==> config.mk <==
export PLATFORM = sky130hd
export DESIGN_NAME = read_eeprom
export DESIGN_NICKNAME = d
export VERILOG_FILES = /design/src/rtl/read_eeprom.sv
export SDC_FILE = /design/constraint.sdc
export NUM_CORES = 1
export LEC_CHECK = 0
export ABC_AREA = 1
export CORE_ASPECT_RATIO = 2
export CORE_MARGIN = 2
export CORE_UTILIZATION = 45
export DETAILED_ROUTE_END_ITERATION = 10
export PLACE_DENSITY = 0.7
export SLEW_MARGIN = 20
export SYNTH_ARGS = -nofsm -noshare
export SYNTH_HDL_FRONTEND = slang
export SYNTH_SLANG_ARGS = --single-unit
==> constraint.sdc <==
create_clock -name clk -period 1.8 [get_ports clk]
set_input_delay 0.27 -clock clk [delete_from_list [all_inputs] [get_ports clk]]
set_output_delay 0.27 -clock clk [all_outputs]
set_load 0.03 [all_outputs]
==> src/rtl/read_eeprom.sv <==
// Random-read sequencer for an I2C EEPROM: writes a 16-bit memory address, then
// reads N bytes through an i2c_master running on a slower divided clock.
module read_eeprom #(
  parameter int unsigned START_CYCLES = 1000,
  parameter int unsigned GAP_CYCLES   = 20000
) (
  input  logic        clk,
  input  logic        reset,
  input  logic [6:0]  slave_addr_w,
  input  logic [15:0] mem_addr_w,
  input  logic [7:0]  read_nbytes_w,
  input  logic        start,
  output logic [6:0]  i2c_slave_addr,
  output logic        i2c_rw,
  output logic [7:0]  i2c_write_data,
  output logic [7:0]  i2c_nbytes,
  input  logic [7:0]  i2c_read_data,
  input  logic        i2c_tx_data_req,
  input  logic        i2c_rx_data_ready,
  output logic        i2c_start,
  output logic [7:0]  data_out,
  output logic        byte_ready
);

  localparam int unsigned CNT_MAX = (START_CYCLES > GAP_CYCLES) ? START_CYCLES : GAP_CYCLES;
  localparam int unsigned CNT_W   = $clog2(CNT_MAX + 1);

  typedef enum logic [2:0] {
    IDLE,
    W_START,
    W_DATA,
    GAP,
    R_START,
    R_DATA
  } state_t;

  state_t            state;
  logic [CNT_W-1:0]  cnt;
  logic [7:0]        byte_cnt;
  logic [7:0]        nbytes_q;
  logic [7:0]        mem_lo_q;
  logic              fall_seen;

  logic [1:0] tx_sync, rx_sync, start_sync;
  logic       tx_d, rx_d, start_d;
  logic       tx_fall, rx_rise, start_rise;

  // Master handshakes live in the divided-clock domain; resynchronise and edge-detect.
  always_ff @(posedge clk or negedge reset) begin
    if (!reset) begin
      tx_sync    <= '0;
      rx_sync    <= '0;
      start_sync <= '0;
      tx_d       <= 1'b0;
      rx_d       <= 1'b0;
      start_d    <= 1'b0;
    end else begin
      tx_sync    <= {tx_sync[0], i2c_tx_data_req};
      rx_sync    <= {rx_sync[0], i2c_rx_data_ready};
      start_sync <= {start_sync[0], start};
      tx_d       <= tx_sync[1];
      rx_d       <= rx_sync[1];
      start_d    <= start_sync[1];
    end
  end

  assign tx_fall    = tx_d & ~tx_sync[1];
  assign rx_rise    = rx_sync[1] & ~rx_d;
  assign start_rise = start_sync[1] & ~start_d;

  always_ff @(posedge clk or negedge reset) begin
    if (!reset) begin
      state          <= IDLE;
      cnt            <= '0;
      byte_cnt       <= '0;
      nbytes_q       <= '0;
      mem_lo_q       <= '0;
      fall_seen      <= 1'b0;
      i2c_slave_addr <= '0;
      i2c_rw         <= 1'b0;
      i2c_write_data <= '0;
      i2c_nbytes     <= '0;
      i2c_start      <= 1'b0;
      data_out       <= '0;
      byte_ready     <= 1'b0;
    end else begin
      byte_ready <= 1'b0;
      case (state)
        IDLE: begin
          if (start_rise) begin
            i2c_slave_addr <= slave_addr_w;
            mem_lo_q       <= mem_addr_w[7:0];
            nbytes_q       <= (read_nbytes_w == 8'd0) ? 8'd1 : read_nbytes_w;
            i2c_rw         <= 1'b0;
            i2c_nbytes     <= 8'd2;
            i2c_write_data <= mem_addr_w[15:8];
            i2c_start      <= 1'b1;
            cnt            <= '0;
            fall_seen      <= 1'b0;
            state          <= W_START;
          end
        end

        W_START: begin
          if (cnt == CNT_W'(START_CYCLES - 1)) begin
            i2c_start <= 1'b0;
            cnt       <= '0;
            state     <= W_DATA;
          end else begin
            cnt <= cnt + CNT_W'(1);
          end
        end

        // Each tx request falling edge means the master has consumed the offered byte.
        W_DATA: begin
          if (tx_fall) begin
            if (!fall_seen) begin
              i2c_write_data <= mem_lo_q;
              fall_seen      <= 1'b1;
            end else begin
              cnt   <= '0;
              state <= GAP;
            end
          end
        end

        GAP: begin
          if (cnt == CNT_W'(GAP_CYCLES - 1)) begin
            i2c_rw         <= 1'b1;
            i2c_nbytes     <= nbytes_q;
            i2c_write_data <= '0;
            i2c_start      <= 1'b1;
            cnt            <= '0;
            state          <= R_START;
          end else begin
            cnt <= cnt + CNT_W'(1);
          end
        end

        R_START: begin
          if (cnt == CNT_W'(START_CYCLES - 1)) begin
            i2c_start <= 1'b0;
            cnt       <= '0;
            byte_cnt  <= '0;
            state     <= R_DATA;
          end else begin
            cnt <= cnt + CNT_W'(1);
          end
        end

        R_DATA: begin
          if (rx_rise) begin
            data_out   <= i2c_read_data;
            byte_ready <= 1'b1;
            byte_cnt   <= byte_cnt + 8'd1;
            if (byte_cnt == nbytes_q - 8'd1) begin
              state <= IDLE;
            end
          end
        end

        default: state <= IDLE;
      endcase
    end
  end

endmodule

== After elaboration in Yosys (flattened, before gate mapping) ==
Cells that the tools add are included.
Word-level totals
  RAM bits: 0
  register bits: 86
  logic and storage cells: 101
  bits of input ports: 44
  memory bits (read-only): 0
  memories: 0
  bits in latches: 0
  output and inout port bits: 34
Cells by class
  multiply operators: 0
  mux-type cells: 37
  add/subtract/negate cells: 3
  div/mod/pow operators: 0
  reduce and logical (&&, ||, !) cells: 18
  order comparisons: 0
  shifts and indexed selects: 0
  equal/unequal tests: 18
  bitwise gates (word level): 6
Operators by type and width (number)
  $mux 15: 5
  $mux 8: 9
  $pmux 15 s4: 1
  $pmux 8 s2: 2
  $mux 3: 8
  $pmux 8 s3: 1
  $ne 2x2->1 const B: 9
  $pmux 3 s6: 1
  $add 15x1->15 const B: 1
  $eq 15x10->1 const B: 1
  $eq 15x15->1 const B: 1
  $reduce_and 3->1: 3
  $add 8x1->8 const B: 1
  $eq 8x8->1: 1
  $logic_not 8->1: 1
  $reduce_and 4->1: 2
  $reduce_and 8->1: 1
  $sub 8x1->8 const B: 1
  $mux 1: 7
  $eq 3x2->1 const B: 2
  $eq 3x3->1 const B: 2
  $reduce_bool 2->1: 3
  $reduce_bool 3->1: 2
  $reduce_and 5->1: 1
  10 further kinds: 16

== Logic depth before layout (Yosys ltp) ==
  depth in word-level cells: 5
  depth in mapped cells: 14
  gate-level depth less buffers: 14

== Worst setup path before layout ==
Ideal clock, no wire load.
  path type: register to register
  from: register nbytes_q[0]
  to: register state[1]
  stages on the path, launching flop included: 15
  setup time: 0.117 ns
  arrival time: 1.510 ns
  slack: 0.173 ns
  required time: 1.683 ns
  path buffers: 0
  clock period less this slack: 1.627 ns
  cell sequence: dfrtp_1 > inv_1 > ha_1 > nand2_1 > inv_1 > nor2_1 > nand2_1 > nor2_1 > nand3_1 > nor2_1 > nand3_1 > nand2_1 > nand2_1 > nand2_1 > nand2_1
Between the ends
  longest elaborated chain between the ends: 4
RTL lines
  start: declaration: RTL line 40  | logic [7:0] nbytes_q;
  start signal: assignment: RTL line 93  | nbytes_q <= (read_nbytes_w == 8'd0) ? 8'd1 : read_nbytes_w;
  $sub 8x1->8: RTL line 156  | if (byte_cnt == nbytes_q - 8'd1) begin
  $eq 8x8->1: RTL line 156
  $ne 2x2->1 (no line)
  $reduce_and 8->1 (no line)
  end signal: assignment: RTL line 145  | state <= R_DATA;
  end signal: assignment: RTL line 157  | state <= IDLE;
  end signal: assignment: RTL line 162  | default: state <= IDLE;
  end: declaration: RTL line 37  | state_t state;
No other way between the ends.
A chain may end at the register's enable or synchronous reset.

== Worst setup path after layout ==
  from: register state[1]
  to: register state[0]
Between the ends
  longest elaborated chain between the ends: 3
  elaborated cells on any way between the ends: 16
  those cells by class: eq/ne: 13; mux: 1; reduce/logical: 2
RTL lines
  start signal: assignment: RTL line 73  | state <= IDLE;
  start signal: assignment: RTL line 100  | state <= W_START;
  start signal: assignment: RTL line 108  | state <= W_DATA;
  $eq 3x3->1 (tied with other cells): RTL line 88  | case (state)
  $ne 2x2->1 (no line)
  $reduce_and 8->1 (no line)
Parallel ways exist; a longest one is shown, timed or not.

==> results.yml <==
status:
  outcome: "complete, but fails checks"
  violations: "setup timing"
grt:
  grt_max_degree: 87
  grt_pass1_wl_microns: 18070
  grtUsageTotal_pct: 23.05
  grt_pass1_vias: 3963
  grt-ovfl-total: 0
  antenna_found_initial: 0
min_path:
  hold_path_class: "reg2reg"
  hold_path.startpoint: "rx_sync[0]$_DFF_PN0_"
  hold_end: "rx_sync[1]$_DFF_PN0_"
  min_path_cells: 0
route:
  drc: 0
  vias: 3850
  wl_per_cell_microns: 15.06
  postRouteAntennaNets: 0
  dr.pass1.iters: 4
  wl_microns: 11180
  drt_iter0_markers: 165
  routed_via_density: 5.189
finish:
  drive_gt1_share_pct: 16.77
  areaGrowthSynthToFinish_pct: 36.44
  nets: 681
  final_util_pct: 62.23
  insertedDiodeCount: 0
floorplanning:
  die-area_sq_um: 10220
  die-height_microns: 141.0
  die_w_microns: 72.50
  ios: 78
  fp-row-count: 50
  core-area_sq_um: 9259
  start_util_pct: 45.61
sta:
  slew_headroom_pct: 48.04
  worstMarginPinSlew_ns: 0.7696
  finClkSkew_ns: 0.007395
  hold_violations: 0
  setup_viol: 1
  min_period_ns: 1.806
  finalWorstSetupSlack_ns: -0.005700
  rsz0062_at_grt: "yes"
  fmax_mhz: 553.8
  min_period_over_period_pct: 100.3
  final.setup.tns_ns: -0.005700
  holdWs_ns: 0.3500
  slew_violations: 0
synth:
  synth_edf_count: 0
  ys_ff_latch: 86
  yosysMostFrequentCell: "nand2_1"
  yosys.area.top_type: "dfrtp_1"
  syn_area_per_cell_sq_um: 8.043
  syn_area_sq_um: 4223
  synth.net_count: 572
  yosys_warnings: 0
  yosys_most_used_dff: "dfrtp_1"
  synth_cells: 525
  synth_common_cells: "nand2_1 (192), dfrtp_1 (86), inv_1 (52)"
  yosys.cell_types.count: 45
  ys_async_sr_fraction_pct: 100.0
  synth_area_leaders: "dfrtp_1 (51%), nand2_1 (17%), o21ai_0 (5.2%), inv_1 (4.6%), nor2_1 (3.6%)"
  ys_seq_area_share_pct: 50.96
  yosysTopAreaCellShare_pct: 50.96
worst_setup_path:
  path_common_cell: "nand2_1"
  cp_cell_sequence: "inv_4 > nand2_1 > o311ai_0 > nor2_4 > buf_6 > nand3_1 > nand2_1"
  slowest_stage: "o311ai_0"
  max_stage_delay_ns: 0.69
  critPathBufInv: 2
  cp-start-kind: "register"
  r2r-start: "state[1]$_DFFE_PN0P_"
  crit_cells: 7
  required_ns: 2.04
  critPathArrivalTime_ns: 2.04
  endpoint_kind: "register"
  r2r_slack_ns: -0.006
  cp_top_family: "compound AO/OA/AOI/OAI gates"
  rr_endpoint: "state[0]$_DFFE_PN0P_"
  cp_max_fo: 12
  rr_worst_depth: 7
  critPathKind: "reg2reg"
cts:
  clkLatencyLatePin_ns: 0.34
  clkSinkCount: 86
  clk_path_buf_depth: 2
  cts_tree: "done"
  cts-htree-levels: 3
  cts_inserted_buffers: 9
  path_clk_slew_ns: 0.06
  root_buffer: "clkbuf_16"
power:
  p_clk_share_pct: 21.3
  netSwitchingFraction_pct: 40.33
  p_total_mw: 8.924
  p_leak_nw: 2.705
  p_comb_share_pct: 46.2
  ir_worst_vdd_mv: 0.9100
  power_frac_seq_pct: 32.5
  p_per_area_nw_per_um2: 1549
  switchingPower_mw: 3.599
  p_int_mw: 5.325
run:
  drv_cap: 0
place:
  gp_congestion: 0.9159
  dp_hpwl_microns: 8393
  io_buffer_count: 77
[repair_timing]
| item | 4_1_cts | 5_1_grt |
|---|---|---|
| resized for setup | 5 | 38 |
| buffers inserted | 1 | 10 |
| cloned | 0 | 0 |
| hold endpoints to repair | 86 | 0 |
| hold buffers | 1 | 0 |
| pin swaps | 1 | 15 |
| endpoints found under the setup margin | 6 | 38 |
[sequential cells by signal, indices dropped and copies added, names as in the netlist, 2 cells and up]
name	count
rx_sync	2
state	3
tx_sync	2
cnt	15
start_sync	2
i2c_write_data	8
i2c_nbytes	8
mem_lo_q	8
data_out	8
byte_cnt	8
i2c_slave_addr	7
nbytes_q	8
[kinds of logic after synthesis]
kind of cell	count (synthesis)	synth area share [%]
xor+xnor	6	1.244
simple gates	289	29.84
flops	86	50.96
compound gates	71	10.19
fa+ha+maj	3	0.8890
buf+inv	70	6.874
[power groups by stage]
| stage | registers (mW) | logic, mW | clock network [mW] |
|---|---|---|---|
| final | 2.90 | 4.12 | 1.90 |
| after global routing | 2.96 | 4.54 | 2.01 |
| after CTS | 2.87 | 3.76 | 1.94 |
| after detailed placement | 2.90 | 3.68 | 0 |
| after global placement | 2.87 | 3.60 | 0 |
| after floorplan | 3.34 | 1.87 | 0 |
[through the flow]
step | worst slack [ns] | instances | area, sq um
4_1_cts | -0.01220 | 732 | 5570
5_1_grt | -0.1081 | 742 | 5762
6_report | -0.005700 | 742 | 5762
3_3_place_gp | 0.06725 | 715 | 5226
3_5_place_dp | -0.02112 | 715 | 5226
2_1_floorplan | 0.1731 | 525 | 4223
[area by class of cell]
cell class | instances | area (sq um)
sequential | 86 | 2153
clock buffer | 11 | 252.7
clock inverter | 4 | 55.05
tap | 104 | 130.1
inverter | 60 | 230.2
multi-input combinational | 369 | 1908
fill | 777 | 3497
timing repair buffer | 108 | 1032
[worst max path at each step]
stage                                       start              endpoint  slack (ns)
final                        state[1]$_DFFE_PN0P_  state[0]$_DFFE_PN0P_      -0.006
after global routing         state[1]$_DFFE_PN0P_  state[0]$_DFFE_PN0P_       -0.11
after CTS                      cnt[0]$_DFFE_PN0P_  state[2]$_DFFE_PN0P_       -0.01
after detailed placement       cnt[0]$_DFFE_PN0P_  state[2]$_DFFE_PN0P_       -0.02
after global placement       state[2]$_DFFE_PN0P_   cnt[12]$_DFFE_PN0P_        0.07
after floorplan           nbytes_q[0]$_DFFE_PN0P_  state[1]$_DFFE_PN0P_        0.17
[cell usage in the layout, fill, tap and decap left out, types with 3 or more instances in the layout]
master             n
inv_1             47
nor2_1            33
o21ai_0           44
nand2_4            5
dfrtp_1           85
nor2_2             9
nor2_4             4
clkbuf_16          9
nand3_2            4
nor3_1             8
nand3_1           17
nand2_2           11
xor2_1             4
nor4_1             3
clkdlybuf4s50_1   76
buf_4             28
nand2_1          180
inv_2             10
a21oi_1            9
nand4_1            7
[layer usage]
| metal | vias up | share of wire [%] | GRT usage (%) |
|---|---|---|---|
| met5 | - | 0 | 0 |
| met4 | 0 | 4.5 | 12.87 |
| met3 | 36 | 3.3 | 4.074 |
| met2 | 109 | 57 | 43.02 |
| met1 | 1812 | 35 | 23.04 |
| li1 | 1893 | - | - |
Power figures use the tool's default switching activity.
